**src/rtl/elevator_ctrl_n.sv**
```systemverilog
`default_nettype none
// ============================================================================
// Module      : elevator_ctrl_n
// Description : N-floor SCAN elevator controller paced by a timebase strobe.
// Revision    : 1.0 - initial release
// ============================================================================
module elevator_ctrl_n #(
    parameter int FLOORS       = 4,
    parameter int FLOOR_W      = 2,
    parameter int TRAVEL_TICKS = 8,
    parameter int DOOR_TICKS   = 6
) (
    input  logic               clk,
    input  logic               reset,
    input  logic               tick,
    input  logic               stop,
    input  logic [FLOORS-1:0]  req,
    output logic [FLOOR_W-1:0] level,
    output logic               dir_up,
    output logic               moving,
    output logic               door_open,
    output logic [FLOORS-1:0]  pending,
    output logic               arrive
);

    localparam logic [1:0] c_st_idle = 2'd0;
    localparam logic [1:0] c_st_move = 2'd1;
    localparam logic [1:0] c_st_door = 2'd2;

    localparam logic [7:0] c_travel_last = 8'(TRAVEL_TICKS - 1);
    localparam logic [7:0] c_door_last   = 8'(DOOR_TICKS - 1);

    logic [1:0]         r_state;
    logic [FLOOR_W-1:0] r_level;
    logic               r_dir_up;
    logic               r_moving;
    logic               r_door_open;
    logic               r_arrive;
    logic [FLOORS-1:0]  r_pending;
    logic [7:0]         r_travel_cnt;
    logic [7:0]         r_door_cnt;

    logic [FLOORS-1:0]  w_eff;
    logic [FLOORS-1:0]  w_level_oh;
    logic [FLOORS-1:0]  w_next_oh;
    logic [FLOOR_W-1:0] w_next_level;
    logic               w_any_above;
    logic               w_any_below;
    logic               w_here;
    logic               w_hit_next;
    logic               w_step;

    logic [1:0]         w_state_nxt;
    logic [FLOOR_W-1:0] w_level_nxt;
    logic               w_dir_nxt;
    logic               w_arrive_nxt;
    logic [7:0]         w_travel_nxt;
    logic [7:0]         w_door_nxt;
    logic [FLOORS-1:0]  w_clear;

    // Decisions look at pending OR'ed with this cycle's requests.
    always_comb begin
        w_eff        = r_pending | req;
        w_step       = tick & ~stop;
        w_next_level = r_dir_up ? (r_level + 1'b1) : (r_level - 1'b1);
        w_any_above  = 1'b0;
        w_any_below  = 1'b0;
        w_level_oh   = '0;
        w_next_oh    = '0;
        for (int i = 0; i < FLOORS; i++) begin
            w_level_oh[i] = (i == int'(r_level));
            w_next_oh[i]  = (i == int'(w_next_level));
            if (w_eff[i] && (i > int'(r_level))) w_any_above = 1'b1;
            if (w_eff[i] && (i < int'(r_level))) w_any_below = 1'b1;
        end
        w_here     = |(w_eff & w_level_oh);
        w_hit_next = |(w_eff & w_next_oh);
    end

    always_comb begin
        w_state_nxt  = r_state;
        w_level_nxt  = r_level;
        w_dir_nxt    = r_dir_up;
        w_arrive_nxt = 1'b0;
        w_travel_nxt = r_travel_cnt;
        w_door_nxt   = r_door_cnt;
        w_clear      = '0;
        case (r_state)
            c_st_idle: begin
                if (w_here) begin
                    w_state_nxt  = c_st_door;
                    w_arrive_nxt = 1'b1;
                    w_door_nxt   = 8'd0;
                    w_clear      = w_level_oh;
                end else if (w_any_above || w_any_below) begin
                    w_state_nxt  = c_st_move;
                    w_travel_nxt = 8'd0;
                    // Reverse only when nothing remains ahead.
                    if (r_dir_up && !w_any_above)
                        w_dir_nxt = 1'b0;
                    else if (!r_dir_up && !w_any_below)
                        w_dir_nxt = 1'b1;
                end
            end
            c_st_move: begin
                if (w_step) begin
                    if (r_travel_cnt == c_travel_last) begin
                        w_travel_nxt = 8'd0;
                        w_level_nxt  = w_next_level;
                        if (w_hit_next) begin
                            w_state_nxt  = c_st_door;
                            w_arrive_nxt = 1'b1;
                            w_door_nxt   = 8'd0;
                            w_clear      = w_next_oh;
                        end
                    end else begin
                        w_travel_nxt = r_travel_cnt + 8'd1;
                    end
                end
            end
            c_st_door: begin
                // A call for this floor while open is absorbed and re-arms the door.
                if (w_here) begin
                    w_door_nxt = 8'd0;
                    w_clear    = w_level_oh;
                end else if (w_step) begin
                    if (r_door_cnt == c_door_last) begin
                        w_state_nxt = c_st_idle;
                        w_door_nxt  = 8'd0;
                    end else begin
                        w_door_nxt = r_door_cnt + 8'd1;
                    end
                end
            end
            default: begin
                w_state_nxt = c_st_idle;
            end
        endcase
    end

    always_ff @(posedge clk) begin
        if (reset) begin
            r_state      <= c_st_idle;
            r_level      <= '0;
            r_dir_up     <= 1'b1;
            r_moving     <= 1'b0;
            r_door_open  <= 1'b0;
            r_arrive     <= 1'b0;
            r_pending    <= '0;
            r_travel_cnt <= 8'd0;
            r_door_cnt   <= 8'd0;
        end else begin
            r_state      <= w_state_nxt;
            r_level      <= w_level_nxt;
            r_dir_up     <= w_dir_nxt;
            r_moving     <= (w_state_nxt == c_st_move);
            r_door_open  <= (w_state_nxt == c_st_door);
            r_arrive     <= w_arrive_nxt;
            r_pending    <= w_eff & ~w_clear;
            r_travel_cnt <= w_travel_nxt;
            r_door_cnt   <= w_door_nxt;
        end
    end

    assign level     = r_level;
    assign dir_up    = r_dir_up;
    assign moving    = r_moving;
    assign door_open = r_door_open;
    assign pending   = r_pending;
    assign arrive    = r_arrive;

endmodule
`default_nettype wire
```
**config.mk**
```make
export PLATFORM = sky130hd
export DESIGN_NAME = elevator_ctrl_n
export DESIGN_NICKNAME = d
export VERILOG_FILES = /design/src/rtl/elevator_ctrl_n.sv
export SDC_FILE = /design/constraint.sdc
export NUM_CORES = 1
export LEC_CHECK = 0
export CAP_MARGIN = 20
export CORE_MARGIN = 10
export CORE_UTILIZATION = 55
export CTS_CLUSTER_DIAMETER = 50
export DETAILED_ROUTE_END_ITERATION = 12
export HOLD_SLACK_MARGIN = 0.12
export PLACE_DENSITY_LB_ADDON = 0.3
export SYNTH_ARGS = -nofsm -noshare
export SYNTH_HDL_FRONTEND = slang
export SYNTH_SLANG_ARGS = --single-unit
```
**constraint.sdc**
```tcl
create_clock -name clk -period 5.1 [get_ports clk]
set_input_delay 0.765 -clock clk [delete_from_list [all_inputs] [get_ports clk]]
set_output_delay 0.765 -clock clk [all_outputs]
set_load 0.01 [all_outputs]
```
==> flow_metrics.env <==
export IMPL_grt_total_usage_pct=16.0
export IMPL_netlist_instances=191
export IMPL_synth_avg_cell_area_um2=8.34
export IMPL_number_of_sinks_on_the_clock_net=28
export IMPL_start_util_pct=57.8
export IMPL_critPathKind="flip-flop to flip-flop"
export IMPL_drt_first_iter_violations=180
export IMPL_ys_ff_latch=28
export IMPL_path_delay_family="multiplexers"
export IMPL_syn_cell_area_um2=1590
export IMPL_area_grow_syn2layout_pct=13.4
export IMPL_grt_max_degree=25
export IMPL_first_global_vias=1590
export IMPL_route_detailed_vias_per_inst=6.78
export IMPL_placedCellCount=230
export IMPL_timing_hold_worst_class="flip-flop to flip-flop"
export IMPL_core_area_um2=2760
export IMPL_route_final_wire_length_um=4270
export IMPL_max_vdd_ir_drop_mv=0.209
export IMPL_timing_fmax_mhz=332
export IMPL_layout_drive_gt1_share_pct=5.91
export IMPL_num_rows=19
export IMPL_netlist_top_cell_by_area="dfxtp_1"
export IMPL_startpoint_type="flip-flop"
export IMPL_cts_path_max_buffers=2
export IMPL_routed_via_count=1586
export IMPL_ys_top_cells_by_area="dfxtp_1 35%, ha_1 5.5%, a21oi_1 4.1%"
export IMPL_cts_htree_levels=1
export IMPL_die_y_um=73.8
export IMPL_grt_overflow=0
export IMPL_hold_viol=0
export IMPL_firstDrtPassIters=5
export IMPL_filler_cell_count=226
export IMPL_global_route_wire_length_before_repair_um=7180
export IMPL_path_cells="inv_1, ha_1, xor2_1, mux4_2, nor3_2, o21ai_1, o31ai_1"
export IMPL_worst_pin_slew_ns=0.896
export IMPL_final_max_slew_violation_count=0
export IMPL_synth_common_cells="28 x dfxtp_1, 14 x nor2_1, 13 x a21oi_1, 13 x nand2_1, 13 x nand3_1"
export IMPL_route_antenna_remaining_nets=0
export IMPL_port_buffer_count=17
export IMPL_drc=0
export IMPL_gpl_final_weighted_congestion=0.889
export IMPL_pin_count=18
export IMPL_fin_worst_skew_ns=0.00403
export IMPL_ctsRootBufferMaster="clkbuf_4"
export IMPL_clock_insertion_delay_worst_skew_ns=0.34
export IMPL_tritoncts="built"
export IMPL_cellLeakagePower_nw=0.635
export IMPL_critical_path_reg2reg_startpoint="level[0]$_SDFFE_PP0P_"
export IMPL_pwr_density_cell_nw_per_um2=244
export IMPL_run_status="finished, final reports clean"
export IMPL_hold_path_sink="r_travel_cnt[7]$_SDFFE_PP0P_"
export IMPL_worst_endpoint_required_ns=5.34
export IMPL_worst_r2r_end="r_door_cnt[0]$_SDFFE_PP0P_"
export IMPL_final_nets=219
export IMPL_clk_transition_reported_paths_ns=0.15
export IMPL_max_stage_delay_cell_worst_path="mux4_2"
export IMPL_finalHoldWorstSlack_ns=0.509
export IMPL_worstHoldPathCells=1
export IMPL_synth_ff_type="dfxtp_1"
export IMPL_holdCritStartpoint="r_travel_cnt[7]$_SDFFE_PP0P_"
export IMPL_grt_setup_unrepaired="false"
export IMPL_post_cts_setup_buffers=0
export IMPL_finalCoreUtilization_pct=65.5
export IMPL_finalSetupTns_ns=0
export IMPL_max_cap_viol_count=0
export IMPL_synth_yosys_seq_area_share_pct=35.2
export IMPL_final_period_minus_worst_setup_slack_ns=3.01
export IMPL_critical_path_cell_count=7
export IMPL_yosys_cell_count_top_type="dfxtp_1"
export IMPL_critical_path_max_fanout=8
export IMPL_synth_enable_flop_cells=0
export IMPL_timing_critical_path_slowest_cell_delay_ns=0.59
export IMPL_post_drt_wl_per_cell_um=18.3
export IMPL_die_outline_area_um2=5450
export IMPL_period_share_pct=59.0
export IMPL_final_instance_count_excl_fill=234
export IMPL_yosys_warnings=0
export IMPL_finalSetupViolations=0
export IMPL_antenna_found_initial=0
export IMPL_tritoncts_num_buffers=3
export IMPL_synth_cell_type_count=48
export IMPL_worst_endpoint_arrival_ns=3.25
export IMPL_antennaDiodeCount=0
export IMPL_ys_async_rst_share_pct=0
export IMPL_chipWidth_um=73.8
export IMPL_path_buf_inv=1
export IMPL_place_detailed_hpwl_um=3030
export IMPL_holdBufCountCts=0
export IMPL_rrSetupSlack_ns=2.09
export IMPL_cts_resized_gates=0
export IMPL_synth_nets=206
export IMPL_share_of_the_synthesized_area_in_the_top_cell_type_pct=35.2
export IMPL_max_slew_margin_pct=40.1
export IMPL_setup_worst_path_end_class="flip-flop"
export IMPL_worst_r2r_cell_count=7
==> layout make-up <==
type,instances,area (um^2),share of cell area [%]
repair buffers,17,170,9.42
inverters,7,26.3,1.46
multi-input cells,147,957,53.0
clock buffers,3,22.5,1.25
well taps,31,38.8,2.15
clock inverters,1,30.0,1.66
flip-flops and latches,28,561,31.0
==> logic make-up after synthesis <==
kind of cell | synth area share (%)
compound gates | 26.6
fa+ha+maj | 5.50
xor+xnor | 1.65
mux | 1.41
flops | 35.2
buf+inv | 4.71
simple gates | 25.0
==> layer usage <==
metal / up-vias / wire (um) / track usage (%)
li1: 754 / - / -
met3: 10 / 225 / 3.23
met5: - / 0 / 0
met1: 760 / 1840 / 18.8
met2: 62 / 2170 / 27.9
met4: 0 / 41 / 5.59
==> worst max path at each step <==
| stage | startpoint | to | slack, ns |
|---|---|---|---|
| 6_report | level[0]$_SDFFE_PP0P_ | r_door_cnt[0]$_SDFFE_PP0P_ | 2.09 |
| 3_3_place_gp | tick | r_door_cnt[6]$_SDFFE_PP0P_ | 2.21 |
| 4_1_cts | level[0]$_SDFFE_PP0P_ | r_door_cnt[0]$_SDFFE_PP0P_ | 2.04 |
| 5_1_grt | level[0]$_SDFFE_PP0P_ | r_door_cnt[0]$_SDFFE_PP0P_ | 1.81 |
| 3_5_place_dp | req[2] | r_door_cnt[0]$_SDFFE_PP0P_ | 2.15 |
| 2_1_floorplan | level[0]$_SDFFE_PP0P_ | r_door_cnt[1]$_SDFFE_PP0P_ | 2.36 |
==> cell usage in the layout (no fill, tap or decap), types with 2 or more instances in the layout <==
master            n
a2111oi_0         2
a21o_1            3
a21oi_1          13
a21oi_2           2
a311oi_1          3
a31oi_1           7
a32o_1            4
and3_1            6
clkbuf_4          3
clkdlybuf4s50_1  17
dfxtp_1          28
ha_1              7
inv_1             6
nand2_1          13
nand2b_1          2
nand3_1          13
nand4_1           2
nor2_1           14
nor3_1            6
nor3b_1           3
o211ai_1          3
o21ai_0           9
o221ai_1          2
o22ai_1           4
o31ai_1           2
o41ai_1           2
or2_2             3
or3_1             3
xnor2_1           2
==> state kept, by name, indices dropped and copies added (netlist names) <==
register	flops
level	2
dir_up	1
door_open	1
pending	4
arrive	1
r_door_cnt	8
moving	1
r_state	2
r_travel_cnt	8
==> power breakdown <==
| part | internal (W) | switching [W] |
|---|---|---|
| clock | 0.0000796 | 0.0000685 |
| combinational | 0.0000257 | 0.0000348 |
| sequential | 0.000225 | 0.00000740 |
| total | 0.000330 | 0.000111 |
==> through the flow <==
step	power (W)	area, um^2	setup slack [ns]
4_1_cts	0.000441	1810	2.04
3_5_place_dp	0.000296	1750	2.15
2_1_floorplan	0.000272	1590	2.36
5_1_grt	0.000459	1810	1.81
3_3_place_gp	0.000294	1750	2.21
6_report	0.000441	1810	2.09
No activity file was read; power rests on OpenSTA's default activity.
==> RTL edit 1 (config.mk and constraints unchanged) <==
The output `arrive` loses its register stage (`r_arrive` becomes a continuous assignment).
--- a/src/rtl/elevator_ctrl_n.sv
+++ b/src/rtl/elevator_ctrl_n.sv
@@ -147,3 +147,2 @@
             r_door_open  <= 1'b0;
-            r_arrive     <= 1'b0;
             r_pending    <= '0;
@@ -157,3 +156,2 @@
             r_door_open  <= (w_state_nxt == c_st_door);
-            r_arrive     <= w_arrive_nxt;
             r_pending    <= w_eff & ~w_clear;
@@ -163,2 +161,4 @@
     end
+
+    assign r_arrive = w_arrive_nxt;
 
Function: changed (Yosys sat finds a counterexample within 4 cycles, from zero or initial values and one cycle with reset high).
==> RTL edit 1 against the original RTL <==
First-iteration DRC count is 38% lower; final area is 0.28% lower; maximum frequency is 26% lower; area after synthesis is 0.71% higher; clock power is 38% lower; critical path type is now reg2out; power is 12% lower; largest cell class unchanged; routed wire length is 9.9% lower; clock skew hardly changed; sequential power is 3% lower; sequential cell count is 1 lower; synthesized cell count is 1.6% lower; worst setup slack worse by 1100 ps; sequential share of layout area is 1.0 points lower.
==> RTL edit 1: results (changes against the original RTL) <==
- VDD IR max: 0.183 mV (-12%)
- Post-place setup slack: 1380 ps (-770 ps)
- Internal power: 280 uW (-15%)
- Worst endpoint data arrival time: 3320 ps (+70 ps)
- Worst slew margin relative to its limit: 34.5% (-5.6 points)
- First-pass GRT wire length: 6710 um (-6.5%)
- Post-synthesis async set-or-reset flop share: 0% (unchanged)
- Post-CTS setup buffers: 0 (unchanged)
- Delay of the slowest critical-path stage: 610 ps (+20 ps)
- Multiplexer share of the synthesized area: 2.03% (+0.61 points)
- Xor/xnor share of the synthesized area: 1.64% (-0.012 points)
- Synth cell count leaders: 27 x dfxtp_1, 17 x nor2_1, 11 x o21ai_0, 9 x a21oi_1, 9 x nand2_1
- Hold slack final: 493 ps (-15.6 ps)
- DR vias/cell: 6.58 (-2.9%)
- Max Root-Sink Buffers: 2 (unchanged)
- Number of global-route vias before repair: 1441 (-9.4%)
- Hold Startpoint: r_travel_cnt[1]
- Critical R2R Capture: r_door_cnt[1]
- Static Leak: 0.643 nW (+1.3%)
- Register area share after synthesis: 33.7% (-1.5 points)
- Syn Inst Count: 188 (-1.6%)
- Most used DFF post-synth: dfxtp_1
- Initial antenna violation count: 0 (unchanged)
- Clk Tree Root Cell: clkbuf_4
- TritonRoute pass-1 iters: 4 (-1)
- Avg WL per Cell: 16.6 um (-9.1%)
- Reg2reg setup slack: 2270 ps (+180 ps)
- DR vias: 1527 (-3.7%)
- Hold Path Depth: 2 (+1)
- I/O Buffers: 17 (unchanged)
- Largest fanout on the critical path: 10 (+2)
- DP HPWL: 2900 um (-4.4%)
- DP Area: 1770 um2 (+1.2%)
- Post-Synth Adder-Cell Area: 5.46% (-0.039 points)
- Compound-gate portion of the synthesized area: 30.4% (+3.9 points)
- Number of placed instances, taps included: 228 (-0.87%)
- HP Class: reg2reg
- Worst Skew: 3.85 ps (-0.185 ps)
- Largest net degree at the start of global routing: 27 (+8.0%)
- Status: finished, final reports clean
- Synth Warn #: 0 (unchanged)
- RR Startpoint: level[0]
- Main area contributors after synthesis: dfxtp_1 34%, ha_1 5.5%, nor2_1 4.0%
- Iteration-0 DRC Markers: 112 (-38%)
- Post-Syn Nets: 203 (-1.5%)
- # diodes: 0 (unchanged)
- Pwr/cell area: 217 nW/um2 (-11%)
- Worst-Skew Late Latency: 320 ps (-20 ps)
- Hold Path End: r_travel_cnt[1]
- Share of layout cells above drive strength 1: 5.97% (+0.059 points)
- Distinct cells, synth: 50 (+4.2%)
- # nets final: 217 (-0.91%)
- RePlAce Congestion: 0.939 (+5.7%)
- Filler Cells Inserted: 239 (+5.8%)
- Gr usage total: 14.9% (-1.2 points)
-- RTL edit 1: changes by cell type in the layout (fill, tap and decap cells not counted), moves of 4 or more --
cell,delta
a31oi_1,-4
nor3_1,-5
nand3_1,-5
a211oi_1,+4
a21oi_1,-4
nand2_1,-4
-- RTL edit 1: power by group through the flow --
stage	Clock, mW	Combinational (mW)	Sequential, mW
2_1_floorplan	0	0.0488	0.226
3_3_place_gp	0	0.0711	0.228
3_5_place_dp	0	0.0730	0.228
4_1_cts	0.0979	0.0734	0.224
5_1_grt	0.111	0.0821	0.225
6_report	0.0924	0.0739	0.224
-- RTL edit 1: cell type report --
type / count / area share, %
inverters: 7 / 1.46
clock buffers: 4 / 1.46
well taps: 31 / 2.15
repair buffers: 17 / 9.45
multi-input cells: 146 / 55.5
flip-flops and latches: 27 / 30.0
-- RTL edit 1: critical path: cells and delay by family, from the launching register on --
family | cells | cell delay [ps]
buffers and inverters | 2 | 690
AND/OR/NAND/NOR | 1 | 340
adder cells (fa/ha/maj) | 1 | 350
XOR/XNOR | 1 | 350
AO/OA/AOI/OAI | 1 | 170
multiplexers | 1 | 610
flip-flops | 1 | 500
-- RTL edit 1: routing by layer --
layer  GRT usage [%]  vias to the layer above  share of wire [%]
li1                -                      743                  -
met1            18.5                      733                 46
met2            24.8                       47                 48
met3            3.46                        4                5.4
met4            4.76                        0               0.65
met5               0                        -                  0
-- RTL edit 1: worst max path at each step --
stage	slack (ps)	cells past startpoint	end	from
6_report	1010	7	arrive	level[0]
5_1_grt	780	7	arrive	level[0]
4_1_cts	1000	7	arrive	level[0]
3_5_place_dp	1380	7	arrive	level[0]
3_3_place_gp	1460	6	arrive	req[2]
2_1_floorplan	2110	6	arrive	level[0]
==> RTL edit 2 (same flow settings) <==
Made on the original files. `FLOORS`: 4 -> 5.
--- a/src/rtl/elevator_ctrl_n.sv
+++ b/src/rtl/elevator_ctrl_n.sv
@@ -7,3 +7,3 @@
 module elevator_ctrl_n #(
-    parameter int FLOORS       = 4,
+    parameter int FLOORS       = 5,
     parameter int FLOOR_W      = 2,
Interface: changed (resized pending and req); port bits go from 18 to 20. The function was not compared with the original's and may differ.
==> RTL edit 2 against the original RTL <==
Register-to-register slack better by 20 ps; area after synthesis is 9.4% higher; via count is 1.8% higher; routed wire length is 0.63% lower; largest cell class unchanged; sequential cell count is 1 higher; worst hold slack worse by 14 ps; worst setup slack worse by 17 ps; die area is 6.8% higher; global-route usage is 1.2 points lower; final area is 8.5% higher; power is 11% higher; clock skew hardly changed; non-clock buffer count is 2 higher.
==> RTL edit 2: results (changes against the original RTL) <==
- Worst setup startpoint: reset
- Synth Register Bits: 29 (+3.6%)
- Met1 Usage GRT: 18.2% (-0.65 points)
- DR vias/cell: 6.31 (-6.9%)
- VDD IR max: 0.149 mV (-29%)
- Clk_buf instances: 7 (+4)
- Compound-gate portion of the synthesized area: 26.8% (+0.23 points)
- Static Leak: 0.669 nW (+5.4%)
- Post-Syn Nets: 211 (+2.4%)
- Register area share after synthesis: 33.3% (-1.9 points)
- Non-clk bufs: 19 (+2)
- Multiplexer share of the synthesized area: 3.02% (+1.6 points)
- Hold Path Depth: 2 (+1)
- DP HPWL: 3090 um (+1.9%)
- CP delay by family, top: buffers and inverters
- RePlAce Congestion: 0.844 (-5.0%)
- Status: finished, final reports clean
- Iteration-0 DRC Markers: 159 (-12%)
- I/O Buffers: 19 (+2)
- Multi-input combinational area share: 53.5% (+0.50 points)
- Slew @ Worst Pin: 1030 ps (+132 ps)
- Metal2 WL: 2050 um (-5.5%)
- GRT met2 Usage: 23.6% (-4.4 points)
- Data buffer area share: 9.71% (+0.28 points)
- Delay of the slowest critical-path stage: 1150 ps (+560 ps)
- Met1 wire length: 1940 um (+5.6%)
- Largest net degree at the start of global routing: 27 (+8.0%)
- Worst endpoint data arrival time: 3240 ps (about the same)
- Worst Skew: 3.77 ps (-0.265 ps)
- Largest fanout on the critical path: 26 (+18)
- FF/Latch Area: 581 um2 (+3.6%)
- Met3 Routed Length: 221 um (-1.8%)
- Post-Synth Adder-Cell Area: 5.03% (-0.47 points)
- Reg clk slew, reported paths: 90 ps (-60 ps)
- Htree depth: 2 (+1)
- Filler Cells Inserted: 277 (+23%)
- TritonRoute pass-1 iters: 4 (-1)
- # nets final: 228 (+4.1%)
- Inverter count: 8 (+1)
- Routed wire length: 4250 um (-0.63%)
-- RTL edit 2: stage by stage --
stage                     setup WS, ps  util (%)  power (mW)  instance area (um2)  hold WS [ps]
after global placement            1880      62.4       0.342                 1900           461
after floorplan                   2560         -       0.317                 1740           437
after global routing              1890      64.2       0.513                 1960           521
final                             2070      64.2       0.488                 1960           495
after CTS                         2120      64.2       0.488                 1960           494
after detailed placement          1750      62.4       0.346                 1900           473
-- RTL edit 2: power groups by stage --
stage                     clock network (mW)  logic [mW]  registers (mW)
after global routing                   0.160       0.108           0.246
after global placement                     0      0.0940           0.248
after CTS                              0.147      0.0976           0.244
after floorplan                            0      0.0683           0.249
after detailed placement                   0      0.0968           0.249
final                                  0.145      0.0982           0.244
-- RTL edit 2: path summary, 6_finish.rpt --
kind / to / slack [ps]
setup reg to reg: r_door_cnt[3] / 2110
hold reg to reg: pending[4] / 490
setup / recovery: r_travel_cnt[2] / 2070
hold / removal: pending[4] / 490
